[src/rtl/pwm_capture.sv]
// pwm_capture: measures period and high time of an asynchronous PWM input in clk_i cycles,
// emits a one-cycle strobe per completed cycle and flags a stuck-low / stuck-high input.
module pwm_capture #(
  parameter int unsigned CNT_W       = 32,
  parameter int unsigned TIMEOUT_CYC = 32'd1000000
) (
  input  logic             clk_i,
  input  logic             rst_i,
  input  logic             pwm_i,
  input  logic             enable_i,
  output logic [CNT_W-1:0] period_o,
  output logic [CNT_W-1:0] high_o,
  output logic             meas_valid_o,
  output logic [1:0]       stuck_o
);

  localparam int unsigned EDGE_W = $clog2(TIMEOUT_CYC + 1);
  localparam logic [EDGE_W-1:0] TO_MAX = EDGE_W'(TIMEOUT_CYC);
  localparam logic [EDGE_W-1:0] TO_PRE = EDGE_W'(TIMEOUT_CYC - 1);
  localparam logic [CNT_W-1:0]  CNT_ONE = CNT_W'(1);

  typedef enum logic [1:0] {
    S_IDLE      = 2'd0,
    S_WAIT_RISE = 2'd1,
    S_MEAS_HIGH = 2'd2,
    S_MEAS_LOW  = 2'd3
  } state_t;

  state_t             r_state, w_state_nxt;
  logic               r_sync1, r_sync2, r_sync3;
  logic [CNT_W-1:0]   r_cnt, w_cnt_nxt;
  logic [CNT_W-1:0]   r_hcnt, w_hcnt_nxt;
  logic [CNT_W-1:0]   r_period, w_period_nxt;
  logic [CNT_W-1:0]   r_high, w_high_nxt;
  logic               r_valid, w_valid_nxt;
  logic [1:0]         r_stuck, w_stuck_nxt;
  logic [EDGE_W-1:0]  r_edge_cnt, w_edge_cnt_nxt;
  logic               w_rise, w_fall, w_edge, w_timeout;

  function automatic logic [CNT_W-1:0] sat_inc(input logic [CNT_W-1:0] v);
    return (v == {CNT_W{1'b1}}) ? v : v + CNT_ONE;
  endfunction

  // Two-flop synchronizer plus one delay flop for edge detection.
  always_ff @(posedge clk_i or posedge rst_i) begin
    if (rst_i) begin
      r_sync1 <= 1'b0;
      r_sync2 <= 1'b0;
      r_sync3 <= 1'b0;
    end else begin
      r_sync1 <= pwm_i;
      r_sync2 <= r_sync1;
      r_sync3 <= r_sync2;
    end
  end

  assign w_rise = r_sync2 & ~r_sync3;
  assign w_fall = ~r_sync2 & r_sync3;
  assign w_edge = w_rise | w_fall;
  // Fires once, on the cycle the quiet-time counter would reach TIMEOUT_CYC; an edge always wins.
  assign w_timeout = enable_i & ~w_edge & (r_state != S_IDLE) & (r_edge_cnt == TO_PRE);

  always_ff @(posedge clk_i or posedge rst_i) begin
    if (rst_i) begin
      r_state    <= S_IDLE;
      r_cnt      <= '0;
      r_hcnt     <= '0;
      r_period   <= '0;
      r_high     <= '0;
      r_valid    <= 1'b0;
      r_stuck    <= 2'b00;
      r_edge_cnt <= '0;
    end else begin
      r_state    <= w_state_nxt;
      r_cnt      <= w_cnt_nxt;
      r_hcnt     <= w_hcnt_nxt;
      r_period   <= w_period_nxt;
      r_high     <= w_high_nxt;
      r_valid    <= w_valid_nxt;
      r_stuck    <= w_stuck_nxt;
      r_edge_cnt <= w_edge_cnt_nxt;
    end
  end

  always_comb begin
    w_state_nxt    = r_state;
    w_cnt_nxt      = r_cnt;
    w_hcnt_nxt     = r_hcnt;
    w_period_nxt   = r_period;
    w_high_nxt     = r_high;
    w_valid_nxt    = 1'b0;
    w_stuck_nxt    = r_stuck;
    w_edge_cnt_nxt = r_edge_cnt;

    if (!enable_i) begin
      // Abort: results and stuck flag are held, everything else restarts.
      w_state_nxt    = S_IDLE;
      w_cnt_nxt      = '0;
      w_hcnt_nxt     = '0;
      w_edge_cnt_nxt = '0;
    end else begin
      if (w_edge) begin
        w_edge_cnt_nxt = '0;
        w_stuck_nxt    = 2'b00;
      end else if (r_edge_cnt != TO_MAX) begin
        w_edge_cnt_nxt = r_edge_cnt + EDGE_W'(1);
      end

      unique case (r_state)
        S_IDLE: begin
          w_state_nxt = S_WAIT_RISE;
          w_cnt_nxt   = '0;
          w_hcnt_nxt  = '0;
          w_stuck_nxt = 2'b00;
        end
        S_WAIT_RISE: begin
          if (w_rise) begin
            w_state_nxt = S_MEAS_HIGH;
            w_cnt_nxt   = CNT_ONE;
            w_hcnt_nxt  = CNT_ONE;
          end
        end
        S_MEAS_HIGH: begin
          w_cnt_nxt = sat_inc(r_cnt);
          if (w_fall) begin
            w_state_nxt = S_MEAS_LOW;
          end else begin
            w_hcnt_nxt = sat_inc(r_hcnt);
          end
        end
        S_MEAS_LOW: begin
          if (w_rise) begin
            // Close this cycle and open the next one with no gap.
            w_period_nxt = r_cnt;
            w_high_nxt   = r_hcnt;
            w_valid_nxt  = 1'b1;
            w_state_nxt  = S_MEAS_HIGH;
            w_cnt_nxt    = CNT_ONE;
            w_hcnt_nxt   = CNT_ONE;
          end else begin
            w_cnt_nxt = sat_inc(r_cnt);
          end
        end
        default: w_state_nxt = S_IDLE;
      endcase

      if (w_timeout) begin
        w_stuck_nxt = {r_sync2, ~r_sync2};
        w_state_nxt = S_WAIT_RISE;
        w_cnt_nxt   = '0;
        w_hcnt_nxt  = '0;
      end
    end
  end

  assign period_o     = r_period;
  assign high_o       = r_high;
  assign meas_valid_o = r_valid;
  assign stuck_o      = r_stuck;

endmodule

[config.mk]
export PLATFORM = sky130hd
export DESIGN_NAME = pwm_capture
export DESIGN_NICKNAME = d
export VERILOG_FILES = /design/src/rtl/pwm_capture.sv
export SDC_FILE = /design/constraint.sdc
export NUM_CORES = 1
export LEC_CHECK = 0
export BUFFER_PORTS_ARGS = -buffer_cell sky130_fd_sc_hd__buf_2
export CAP_MARGIN = 20
export CORE_MARGIN = 2
export CORE_UTILIZATION = 60
export DETAILED_ROUTE_END_ITERATION = 8
export PLACE_DENSITY = 0.8
export SYNTH_ARGS = -nofsm -noshare
export SYNTH_HDL_FRONTEND = slang
export SYNTH_SLANG_ARGS = --single-unit
[constraint.sdc]
create_clock -name clk_i -period 7.8 [get_ports clk_i]
set_input_delay 0 -clock clk_i [delete_from_list [all_inputs] [get_ports clk_i]]
set_output_delay 0 -clock clk_i [all_outputs]
set_load 0.02 [all_outputs]
# After elaboration in Yosys (flattened, before gate mapping)
# Cells that the tools add are included.
[totals] register_bits=156 inputBits=4 out_inout_bits=67 elab_cells=69
[op_classes] add_sub_neg=3 eq_ne=13 muxes=25 n_bitwise=9 reduce_logical=8
[op_table] op="$mux 32" n=9
[op_table] op="$pmux 32 s4" n=1
[op_table] op="$pmux 32 s3" n=1
[op_table] op="$add 32x1->32 const B" n=2
[op_table] op="$eq 32x32->1 const B" n=2
[op_table] op="$mux 20" n=3
[op_table] op="$add 20x1->20 const B" n=1
[op_table] op="$eq 20x20->1 const B" n=1
[op_table] op="$ne 20x20->1 const B" n=1
[op_table] op="$ne 4x4->1 const B" n=4
[op_table] op="$mux 2" n=7
[op_table] op="$pmux 2 s3" n=1
[op_table] op="$reduce_and 3->1" n=2
[op_table] op="$and 1x1->1" n=5
[op_table] op="$eq 2x2->1 const B" n=2
[op_table] op="$ne 4x2->1 const B" n=1
[op_table] op="$reduce_and 2->1" n=2
[op_table] op="$mux 1" n=3
[op_table] op="$ne 3x1->1 const B" n=1
[op_table] op="$not 1->1" n=3
[op_table] op="$reduce_bool 3->1" n=1
[op_table] op="$eq 2x1->1 const B" n=1
[op_table] op="$logic_not 2->1" n=1
[op_table] op="$reduce_bool 2->1" n=1
[op_table] op="other kinds (2)" n=2

# Longest topological paths before layout
# Gate-level depths: netlist of run 1.
[logic_depth] depth_word=9 depth_mapped=10 mapped_depth_nobuf=7

# Least setup slack after synthesis of run 1
# Ideal clock, no wire load.
[synth_path] path_type="register to register" start="reg r_sync2" end="reg r_cnt[6]" setup_ps=79 t_arrival_ps=2191 t_required_ps=7721 path_slack_ps=5530 stages_incl_launch_ff=11 path_buffers=3 synth_period_minus_slack_ps=2270 path_cell_list="dfrtp_1 -> inv_1 -> ha_1 -> and4b_1 -> and4_1 -> clkbuf_1 -> a21oi_1 -> clkbuf_1 -> buf_2 -> nand4b_1 -> mux2i_1"
[synth_between] elab_chain_cells=9 word_cells_on_any_way=13 classes_between="1 x eq/ne; 4 x mux; 8 x bitwise"
[synth_lines] item="start: declaration" line="30" rtl="logic r_sync1, r_sync2, r_sync3;"
[synth_lines] item="start signal: assignment" line="52" rtl="r_sync2 <= r_sync1;"
[synth_lines] item="$not 1->1" line="58" rtl="assign w_fall = ~r_sync2 & r_sync3;"
[synth_lines] item="$and 1x1->1" line="58"
[synth_lines] item="$or 1x1->1" line="59" rtl="assign w_edge = w_rise | w_fall;"
[synth_lines] item="$not 1->1" line="61" rtl="assign w_timeout = enable_i & ~w_edge & (r_state != S_IDLE) & (r_edge_cnt == TO_PRE);"
[synth_lines] item="$and 1x1->1 (3 in series)" line="61"
[synth_lines] item="$mux 32" line="147" rtl="if (w_timeout) begin"
[synth_lines] item="$mux 32" line="95" rtl="if (!enable_i) begin"
[synth_lines] item="end signal: assignment" line="75" rtl="r_cnt <= w_cnt_nxt;"
[synth_lines] item="end: declaration" line="31" rtl="logic [CNT_W-1:0] r_cnt, w_cnt_nxt;"
# Parallel ways exist; a longest one is shown, timed or not.
# A chain may end at the register's enable or synchronous reset.

# Worst setup path after layout of run 1
[layout_path] start="reg r_sync2" end="reg r_cnt[8]"
# Same word-level chain as after synthesis.

==> flow_summary.json, run 1 <==
{
  "n_antenna_cell": 0,
  "cp-endpoint": "r_cnt[8]$_DFFE_PP0P_",
  "initial_core_util": 0.610,
  "hold_viol": 0,
  "finalSetupTns_ns": 0,
  "port_buffers": 70,
  "synthArstFlopShare": 1.00,
  "cts_tree": "yes",
  "root_buffer": "clkbuf_16",
  "syn_inst": 876,
  "fp.dieW_microns": 120,
  "p_leak_nw": 4.11,
  "ys_seq_area_frac": 0.487,
  "period_share": 0.404,
  "drt-vias-per-instance": 6.26,
  "status": "complete, no violations",
  "crit_buf_inv": 2,
  "postCtsHoldBufs": 3,
  "rsz0062_at_grt": "false",
  "final_cell_mix": "199 x nand2_1, 156 x dfrtp_1, 70 x buf_2",
  "critical_path_depth": 8,
  "synthFlopType": "dfrtp_1",
  "worstHoldStart": "pwm_i",
  "post-route-util": 0.695,
  "yosys_warnings": 0,
  "clk_pin_slew_ns": 0.06,
  "vias": 6951,
  "cp_cell_sequence": "inv_1 -> ha_1 -> and4b_1 -> and4_1 -> a21oi_4 -> buf_4 -> nor2_1 -> a21oi_1",
  "synth_cell_type_count": 68,
  "wl_per_cell_microns": 17.3,
  "critPathTopFamily": "simple AND/OR/NAND/NOR gates",
  "cpPeakStageDelay_ns": 0.83,
  "grt_overflow": 0,
  "ctsHtreeMaxLevel": 4,
  "irDropWorstVdd_mv": 0.142,
  "startpoint_type": "flip-flop",
  "track_usage": 0.276,
  "routabilityCongestion": 0.929,
  "post_cts_resized": 0,
  "drtIter0Drc": 644,
  "multiInputGateArea_sq_um": 3800,
  "maxSlewHeadroom": 0.321,
  "dieArea_sq_um": 14300,
  "period_needed_ns": 3.15,
  "syn_area_sq_um": 8010,
  "cp_slowest_cell": "nor2_1",
  "drt_first_pass_iters": 7,
  "pwr_density_cell_nw_per_um2": 196,
  "crit_required_ns": 8.06,
  "r2r_cells": 8,
  "grt_pass1_vias": 6546,
  "crit_fanout": 59,
  "final_common_cell": "nand2_1",
  "nFillCells": 1047,
  "clock_path_buffers": 2,
  "max_slew.worst_pin.slew_ns": 1.01,
  "crit_start": "r_sync2$_DFF_PP0_",
  "cts.sinks": 156,
  "fmaxAchievable_mhz": 317,
  "synth_seq_cells": 156,
  "syn_avg_cell_area_sq_um": 9.15,
  "clk_latency_ns": 0.43,
  "areaGrowthSynthToFinish_pct": 13.9,
  "drc": 0,
  "worstSetupPathType": "reg -> reg",
  "grt_pass1_wl_mm": 31.9,
  "synth_edf_count": 0,
  "fin_skew_ns": 0.00738,
  "holdCritPathClass": "in -> reg",
  "nNetsFinal": 934,
  "ant_nets": 0,
  "pin_count": 71,
  "die_y_microns": 120,
  "maxSlewViolCount": 0,
  "setup_viol": 0,
  "cts_setup_buffers": 0,
  "cts_buffers": 17,
  "crit_arrival_ns": 3.41,
  "grt_max_degree": 92,
  "rows": 42,
  "seq_area_sq_um": 3900,
  "core_area_sq_um": 13100,
  "reg2reg_from": "r_sync2$_DFF_PP0_",
  "dp_hpwl_mm": 11.9,
  "antenna_found_initial": 0,
  "endpoint_kind": "flip-flop",
  "drt_wl_total_mm": 19.2,
  "maxCapViolCount": 0,
  "r2r_slack_ns": 4.65,
  "drive_gt1_frac": 0.140,
  "synth_nets": 886,
  "crit-reg2reg-capture": "r_cnt[8]$_DFFE_PP0P_"
}
cell families (layout without fill, tap and decap cells):
group	count (synthesis)	count (layout)	share of synthesized area
buffers and inverters	78	137	0.0406
adder cells (fa/ha/maj)	6	6	0.00937
AO/OA/AOI/OAI	195	195	0.160
AND/OR/NAND/NOR	409	409	0.265
flip-flops	156	156	0.487
XOR/XNOR	10	10	0.0109
multiplexers	22	22	0.0275
report_power, final:
part,internal (W),switching (W),leakage [nW]
clock network,0.000574,0.000317,0.308
logic,0.0000195,0.0000520,1.63
registers,0.000815,0.00000650,2.17
synth_stat cells, types with 5 or more instances:
master / n / share of area
a211oi_1: 5 / 0.0047
a21o_1: 23 / 0.022
a21oi_1: 35 / 0.022
a31oi_1: 17 / 0.013
and2_1: 7 / 0.0055
and3_1: 9 / 0.0070
and4_1: 9 / 0.0098
buf_2: 17 / 0.011
clkbuf_1: 31 / 0.015
dfrtp_1: 156 / 0.49
ha_1: 6 / 0.0094
inv_1: 24 / 0.011
mux2i_1: 22 / 0.027
nand2_1: 199 / 0.093
nand3_1: 29 / 0.018
nand3b_1: 5 / 0.0047
nand4_1: 23 / 0.018
nor2_1: 25 / 0.012
nor3_1: 15 / 0.0094
nor4_1: 26 / 0.020
nor4b_1: 6 / 0.0066
o21ai_0: 58 / 0.036
o31ai_1: 11 / 0.010
or3_1: 17 / 0.013
or4_1: 11 / 0.010
xnor2_1: 7 / 0.0077
flip-flops by register name (all words and copies together) (netlist names):
signal,flops
r_cnt,32
r_edge_cnt,20
meas_valid_o,1
period_o,32
r_hcnt,32
high_o,32
stuck_o,2
r_state,2
r_sync2,1
r_sync3,1
r_sync1,1
routing by layer:
metal / part of all wire / up-vias / global-route usage
met4: 0.020 / 0 / 0.108
li1: - / 3268 / -
met1: 0.45 / 3443 / 0.378
met5: 0 / - / 0
met2: 0.48 / 209 / 0.444
met3: 0.049 / 31 / 0.0466
metrics by stage:
| stage | hold WS, ns | area (sq um) | worst slack (ns) | total power, W | instances |
|---|---|---|---|---|---|
| 2_1_floorplan | 0.0314 | 8010 | 3.59 | 0.000886 | 876 |
| 3_3_place_gp | 0.122 | 8430 | 4.83 | 0.000903 | 1076 |
| 3_5_place_dp | 0.111 | 8430 | 4.77 | 0.000904 | 1076 |
| 4_1_cts | 0.214 | 9090 | 4.71 | 0.00179 | 1109 |
| 5_1_grt | 0.250 | 9130 | 4.44 | 0.00183 | 1111 |
| 6_report | 0.228 | 9130 | 4.65 | 0.00178 | 1111 |
worst min-delay path by stage:
stage,to,slack (ns),cells past startpoint
floorplan,r_sync1$_DFF_PP0_,0.03,0
global placement,r_sync1$_DFF_PP0_,0.12,1
detailed placement,r_sync1$_DFF_PP0_,0.11,1
CTS,r_sync1$_DFF_PP0_,0.21,2
global route,r_sync1$_DFF_PP0_,0.25,2
finish,r_sync1$_DFF_PP0_,0.23,2
cell type report:
| cell class | count | area share |
|---|---|---|
| repair buffers | 82 | 0.0513 |
| well taps | 176 | 0.0241 |
| clock buffers | 24 | 0.0550 |
| inverters | 25 | 0.0108 |
| clock inverters | 6 | 0.0145 |
| flip-flops and latches | 156 | 0.428 |
| multi-input cells | 642 | 0.417 |
(Power assumes the default switching activity.)
==> run 2: changes to the inputs <==
--- a/config.mk
+++ b/config.mk
@@ -5,12 +5,13 @@
 export SDC_FILE = /design/constraint.sdc
 export NUM_CORES = 1
 export LEC_CHECK = 0
+export ABC_AREA = 1
 export BUFFER_PORTS_ARGS = -buffer_cell sky130_fd_sc_hd__buf_2
 export CAP_MARGIN = 20
 export CORE_MARGIN = 2
-export CORE_UTILIZATION = 60
+export CORE_UTILIZATION = 55
 export DETAILED_ROUTE_END_ITERATION = 8
-export PLACE_DENSITY = 0.8
+export PLACE_DENSITY = 0.77
 export SYNTH_ARGS = -nofsm -noshare
 export SYNTH_HDL_FRONTEND = slang
 export SYNTH_SLANG_ARGS = --single-unit
==> constraint.sdc (replaced) <==
create_clock -name clk_i -period 2.77 [get_ports clk_i]
set_input_delay 0 -clock clk_i [delete_from_list [all_inputs] [get_ports clk_i]]
set_output_delay 0 -clock clk_i [all_outputs]
set_load 0.02 [all_outputs]
==> flow_summary.json, run 2 <==
{
  "yosys.area.top_type": "dfrtp_1",
  "clk_pin_slew_ns": 0.07,
  "synthTopCellsByArea": "dfrtp_1 45%, nand2_1 12%, nor2_1 7.4%",
  "hold_viol": 0,
  "crit-reg2reg-capture": "r_cnt[25]$_DFFE_PP0P_",
  "r2r_slack_ns": 0.40,
  "grt_pass1_wl_mm": 33.2,
  "total_power_w": 0.00585,
  "crit_required_ns": 3.09,
  "drive_gt1_frac": 0.156,
  "dp_hpwl_mm": 14.1,
  "switching_share": 0.310,
  "drt_wl_total_mm": 19.8,
  "rsz0062_at_grt": "false",
  "crit_arrival_ns": 2.69,
  "yosysMostFrequentCell": "nand2_1",
  "setup_ws_ns": 0.397,
  "holdCritPathClass": "in -> reg",
  "cp-endpoint": "r_cnt[25]$_DFFE_PP0P_",
  "maxSlewHeadroom": 0.557,
  "pwr-share-seq": 0.449,
  "worstSetupPathType": "reg -> reg",
  "seq_area_sq_um": 3900,
  "wl_per_cell_microns": 13.8,
  "final_cell_mix": "283 x nand2_1, 171 x nor2_1, 156 x dfrtp_1",
  "syn_avg_cell_area_sq_um": 7.62,
  "die_y_microns": 129,
  "maxSlewViolCount": 0,
  "multiInputGateArea_sq_um": 3980,
  "fin_skew_ns": 0.0106,
  "yosys_warnings": 0,
  "p_int_w": 0.00403,
  "synth_nets": 1146,
  "status": "complete, no violations",
  "reg2reg_from": "r_cnt[0]$_DFFE_PP0P_",
  "fp.dieW_microns": 129,
  "syn_area_sq_um": 8660,
  "clk_latency_ns": 0.44,
  "ys_seq_area_frac": 0.451,
  "ctsHtreeMaxLevel": 4,
  "track_usage": 0.249,
  "grt_overflow": 0,
  "nFillCells": 1356,
  "crit_start": "r_cnt[0]$_DFFE_PP0P_",
  "rows": 45,
  "cts_tree": "yes",
  "grt_pass1_vias": 6996,
  "dieArea_sq_um": 16800,
  "max_slew.worst_pin.slew_ns": 0.663,
  "syn_inst": 1136,
  "period_share": 0.857,
  "synth_cell_type_count": 39,
  "grt_max_degree": 97,
  "pwr_density_cell_nw_per_um2": 599,
  "dpl_worst_slack_ns": 0.434,
  "cts.sinks": 156,
  "synth_common_cells": "283 x nand2_1, 171 x nor2_1, 156 x dfrtp_1",
  "setup_viol": 0,
  "root_buffer": "clkbuf_16",
  "startpoint_type": "flip-flop",
  "n_antenna_cell": 0,
  "drtIter0Drc": 610,
  "synthFlopType": "dfrtp_1",
  "r2r_cells": 12,
  "drt_first_pass_iters": 6,
  "irDropWorstVdd_mv": 0.443,
  "pin_count": 71,
  "port_buffers": 70,
  "vias": 7616,
  "fmaxAchievable_mhz": 421,
  "initial_core_util": 0.565,
  "endpoint_kind": "flip-flop",
  "synth_top_area_share": 0.451,
  "post-route-util": 0.637,
  "p_leak_nw": 4.89,
  "final_common_cell": "nand2_1",
  "areaGrowthSynthToFinish_pct": 12.7,
  "finalSetupTns_ns": 0,
  "cts_buffers": 17,
  "crit_fanout": 23,
  "routabilityCongestion": 0.936,
  "maxCapViolCount": 0,
  "synth_seq_cells": 156,
  "ant_nets": 0,
  "core_area_sq_um": 15300,
  "p_sw_w": 0.00181,
  "hold_ws_ns": 0.205,
  "drc": 0,
  "drt-vias-per-instance": 5.32,
  "period_needed_ns": 2.37,
  "clock_path_buffers": 2,
  "nNetsFinal": 1218,
  "post_cts_resized": 0,
  "synth_edf_count": 0,
  "combPwrFrac": 0.174,
  "synthArstFlopShare": 1.00,
  "pwr-share-clk": 0.377,
  "antenna_found_initial": 0
}
run 2: layer usage:
layer  up-vias  GRT usage  wire length [microns]
met4         0     0.0810                    407
met1      3570      0.336                   8820
met5         -          0                      0
met2       239      0.402                   9320
li1       3774          -                      -
met3        33     0.0562                   1260
run 2: worst min-delay path by stage:
| stage | start | depth (start not counted) | end | slack, ns |
|---|---|---|---|---|
| finish | pwm_i | 2 | r_sync1$_DFF_PP0_ | 0.20 |
| global route | pwm_i | 2 | r_sync1$_DFF_PP0_ | 0.18 |
| global placement | rst_i | 2 | high_o[5]$_DFFE_PP0P_ | 0.11 |
| CTS | pwm_i | 2 | r_sync1$_DFF_PP0_ | 0.19 |
| detailed placement | pwm_i | 1 | r_sync1$_DFF_PP0_ | 0.11 |
| floorplan | pwm_i | 0 | r_sync1$_DFF_PP0_ | 0.03 |
run 2: cell type report:
| cell class | instances | share of cell area |
|---|---|---|
| clock buffer | 18 | 0.0450 |
| clock inverter | 14 | 0.0122 |
| inverter | 142 | 0.0550 |
| multi-input combinational | 803 | 0.407 |
| sequential | 156 | 0.400 |
| tap | 211 | 0.0271 |
| timing repair buffer | 88 | 0.0531 |
run 2: cells by family after synthesis:
group / Yosys count / synth area share
mux: 33 / 0.0429
flops: 156 / 0.451
compound gates: 116 / 0.0750
simple gates: 634 / 0.318
buf+inv: 177 / 0.0905
fa+ha+maj: 6 / 0.00867
xor+xnor: 14 / 0.0142
run 2: power groups by stage:
stage | combinational (W) | clock, W | sequential [W]
after floorplan | 0.000443 | 0 | 0.00293
after global placement | 0.000996 | 0 | 0.00266
after detailed placement | 0.00102 | 0 | 0.00267
after CTS | 0.00103 | 0.00224 | 0.00263
after global routing | 0.00113 | 0.00235 | 0.00266
final | 0.00102 | 0.00220 | 0.00263
run 2: timing repair:
item                      4_1_cts  5_1_grt
hold endpoints to repair       30        0
hold buffers                    3        0
setup buffers                   0        0
run 2: metrics by stage:
stage / std cells / instance area, sq um
3_3_place_gp: 1397 / 9170
4_1_cts: 1432 / 9760
2_1_floorplan: 1136 / 8660
6_report: 1432 / 9760
3_5_place_dp: 1397 / 9170
5_1_grt: 1432 / 9760
run 2: critical path, stage by stage, from the launching register on:
cell	delay, ns
dfrtp_1	0.41
ha_1	0.27
nand2_1	0.09
nor2_2	0.19
nand2_2	0.14
nor2_4	0.22
nand3_2	0.40
inv_1	0.24
nor2_1	0.06
nand2_1	0.08
nand2_1	0.06
nand2_1	0.05
nor2_1	0.04
==> run 3: changes to the inputs <==
==> config.mk (replaced) <==
export PLATFORM = sky130hd
export DESIGN_NAME = pwm_capture
export DESIGN_NICKNAME = d
export VERILOG_FILES = /design/src/rtl/pwm_capture.sv
export SDC_FILE = /design/constraint.sdc
export NUM_CORES = 1
export LEC_CHECK = 0
export BUFFER_PORTS_ARGS = -buffer_cell sky130_fd_sc_hd__buf_2
export CAP_MARGIN = 20
export CORE_MARGIN = 2
export CORE_UTILIZATION = 54
export DETAILED_ROUTE_END_ITERATION = 8
export PLACE_DENSITY = 0.76
export SYNTH_ARGS = -nofsm -noshare
export SYNTH_HDL_FRONTEND = slang
export SYNTH_SLANG_ARGS = --single-unit
==> flow_summary.json, run 3 (same netlist as run 1, synthesis figures left out) <==
{
  "status": "complete, no violations",
  "post-route-util": 0.637,
  "dieArea_sq_um": 15800,
  "maxSlewViolCount": 0,
  "grt_max_degree": 107,
  "core_area_sq_um": 14500,
  "die_y_microns": 126,
  "cts_tree": "yes",
  "period_share": 0.932,
  "fin_skew_ns": 0.0108,
  "antenna_found_initial": 0,
  "setup_viol": 0,
  "post_cts_resized": 0,
  "nFillCells": 1230,
  "r2r_cells": 8,
  "nNetsFinal": 954,
  "grt_pass1_vias": 6464,
  "rows": 44,
  "pwr-share-seq": 0.476,
  "final_cell_mix": "199 x nand2_1, 156 x dfrtp_1, 70 x buf_2",
  "drc": 0,
  "grt_pass1_wl_mm": 32.2,
  "crit_fanout": 41,
  "routabilityCongestion": 0.918,
  "wirelength_met1_mm": 8.96,
  "initial_core_util": 0.551,
  "crit_required_ns": 3.11,
  "cts.sinks": 156,
  "finalSetupTns_ns": 0,
  "clock_path_buffers": 2,
  "irDropWorstVdd_mv": 0.450,
  "wl_per_cell_microns": 16.6,
  "root_buffer": "clkbuf_16",
  "p_leak_nw": 4.18,
  "maxSlewHeadroom": 0.542,
  "final_common_cell": "nand2_1",
  "fmaxAchievable_mhz": 387,
  "dr.max_layer_used": "met4",
  "endpoint_kind": "flip-flop",
  "hold_viol": 0,
  "pwr_density_cell_nw_per_um2": 524,
  "rsz0062_at_grt": "false",
  "p_int_w": 0.00376,
  "drive_gt1_frac": 0.159,
  "pin_count": 71,
  "final_cells": 1141,
  "switching_share": 0.225,
  "combPwrFrac": 0.044,
  "ctsHtreeMaxLevel": 4,
  "multiInputGateArea_sq_um": 3800,
  "fp.dieW_microns": 126,
  "vias": 6814,
  "ant_nets": 0,
  "track_usage": 0.248,
  "max_slew.worst_pin.slew_ns": 0.684,
  "cts_setup_buffers": 0,
  "clk_latency_ns": 0.43,
  "pwr-share-clk": 0.480,
  "n_antenna_cell": 0,
  "seq_area_sq_um": 3900,
  "period_needed_ns": 2.58,
  "clk_pin_slew_ns": 0.06,
  "route.met2.wl_mm": 9.03,
  "grt_overflow": 0,
  "drt_wl_total_mm": 19.0,
  "crit_arrival_ns": 2.93,
  "startpoint_type": "flip-flop",
  "maxCapViolCount": 0,
  "dr_wl_met3_microns": 774,
  "p_sw_w": 0.00109,
  "drt-vias-per-instance": 5.97,
  "placedCellCount": 1106,
  "areaGrowthSynthToFinish_pct": 15.5,
  "holdCritPathClass": "in -> async",
  "drt_first_pass_iters": 5,
  "worstSetupPathType": "reg -> reg",
  "drtIter0Drc": 674,
  "port_buffers": 70,
  "postCtsHoldBufs": 3,
  "dp_hpwl_mm": 12.6,
  "cts_buffers": 17
}
[run 3: critical path, stage by stage, from the launching register on]
cell and delay, ns:
dfrtp_1 0.40, inv_1 0.08, ha_1 0.36, and4b_1 0.20, and4_1 0.46, a21oi_2 0.13
buf_12 0.19, or4_1 0.49, a21oi_1 0.18
[run 3: stage by stage]
stage          instance area (sq um)  total power [W]  worst slack (ns)  hold slack, ns
6_report                        9260          0.00485             0.189          0.0923
5_1_grt                         9260          0.00501            0.0339           0.104
4_1_cts                         9260          0.00489             0.183          0.0862
3_5_place_dp                    8640          0.00256             0.197         -0.0123
3_3_place_gp                    8640          0.00256             0.349         -0.0118
2_1_floorplan                   8020          0.00250             0.500          0.0314
[run 3: layer usage]
layer / vias to the layer above / global-route usage
met5: - / 0
met4: 0 / 0.0633
met3: 22 / 0.0544
met2: 171 / 0.403
met1: 3304 / 0.341
li1: 3317 / -
[run 3: final timing paths]
path	slack, ns	startpoint	to
setup / recovery	0.19	r_sync2$_DFF_PP0_	r_cnt[14]$_DFFE_PP0P_
setup reg to reg	0.19	r_sync2$_DFF_PP0_	r_cnt[14]$_DFFE_PP0P_
max in group asynchronous	1.80	rst_i	r_cnt[0]$_DFFE_PP0P_
hold reg to reg	0.37	r_sync1$_DFF_PP0_	r_sync2$_DFF_PP0_
min in group clk_i	0.22	pwm_i	r_sync1$_DFF_PP0_
hold / removal	0.09	rst_i	high_o[15]$_DFFE_PP0P_
[run 3: layout make-up]
class                   count  area share
clock inverters             9      0.0119
multi-input cells         642       0.411
inverters                  25      0.0105
well taps                 184      0.0249
flip-flops and latches    156       0.422
repair buffers            102      0.0687
clock buffers              23      0.0516
[run 3: power groups by stage]
stage / logic [W] / clock network (W) / registers [W]
floorplan: 0.000147 / 0 / 0.00235
global placement: 0.000208 / 0 / 0.00235
detailed placement: 0.000211 / 0 / 0.00235
CTS: 0.000216 / 0.00236 / 0.00231
global route: 0.000240 / 0.00245 / 0.00231
finish: 0.000214 / 0.00233 / 0.00231
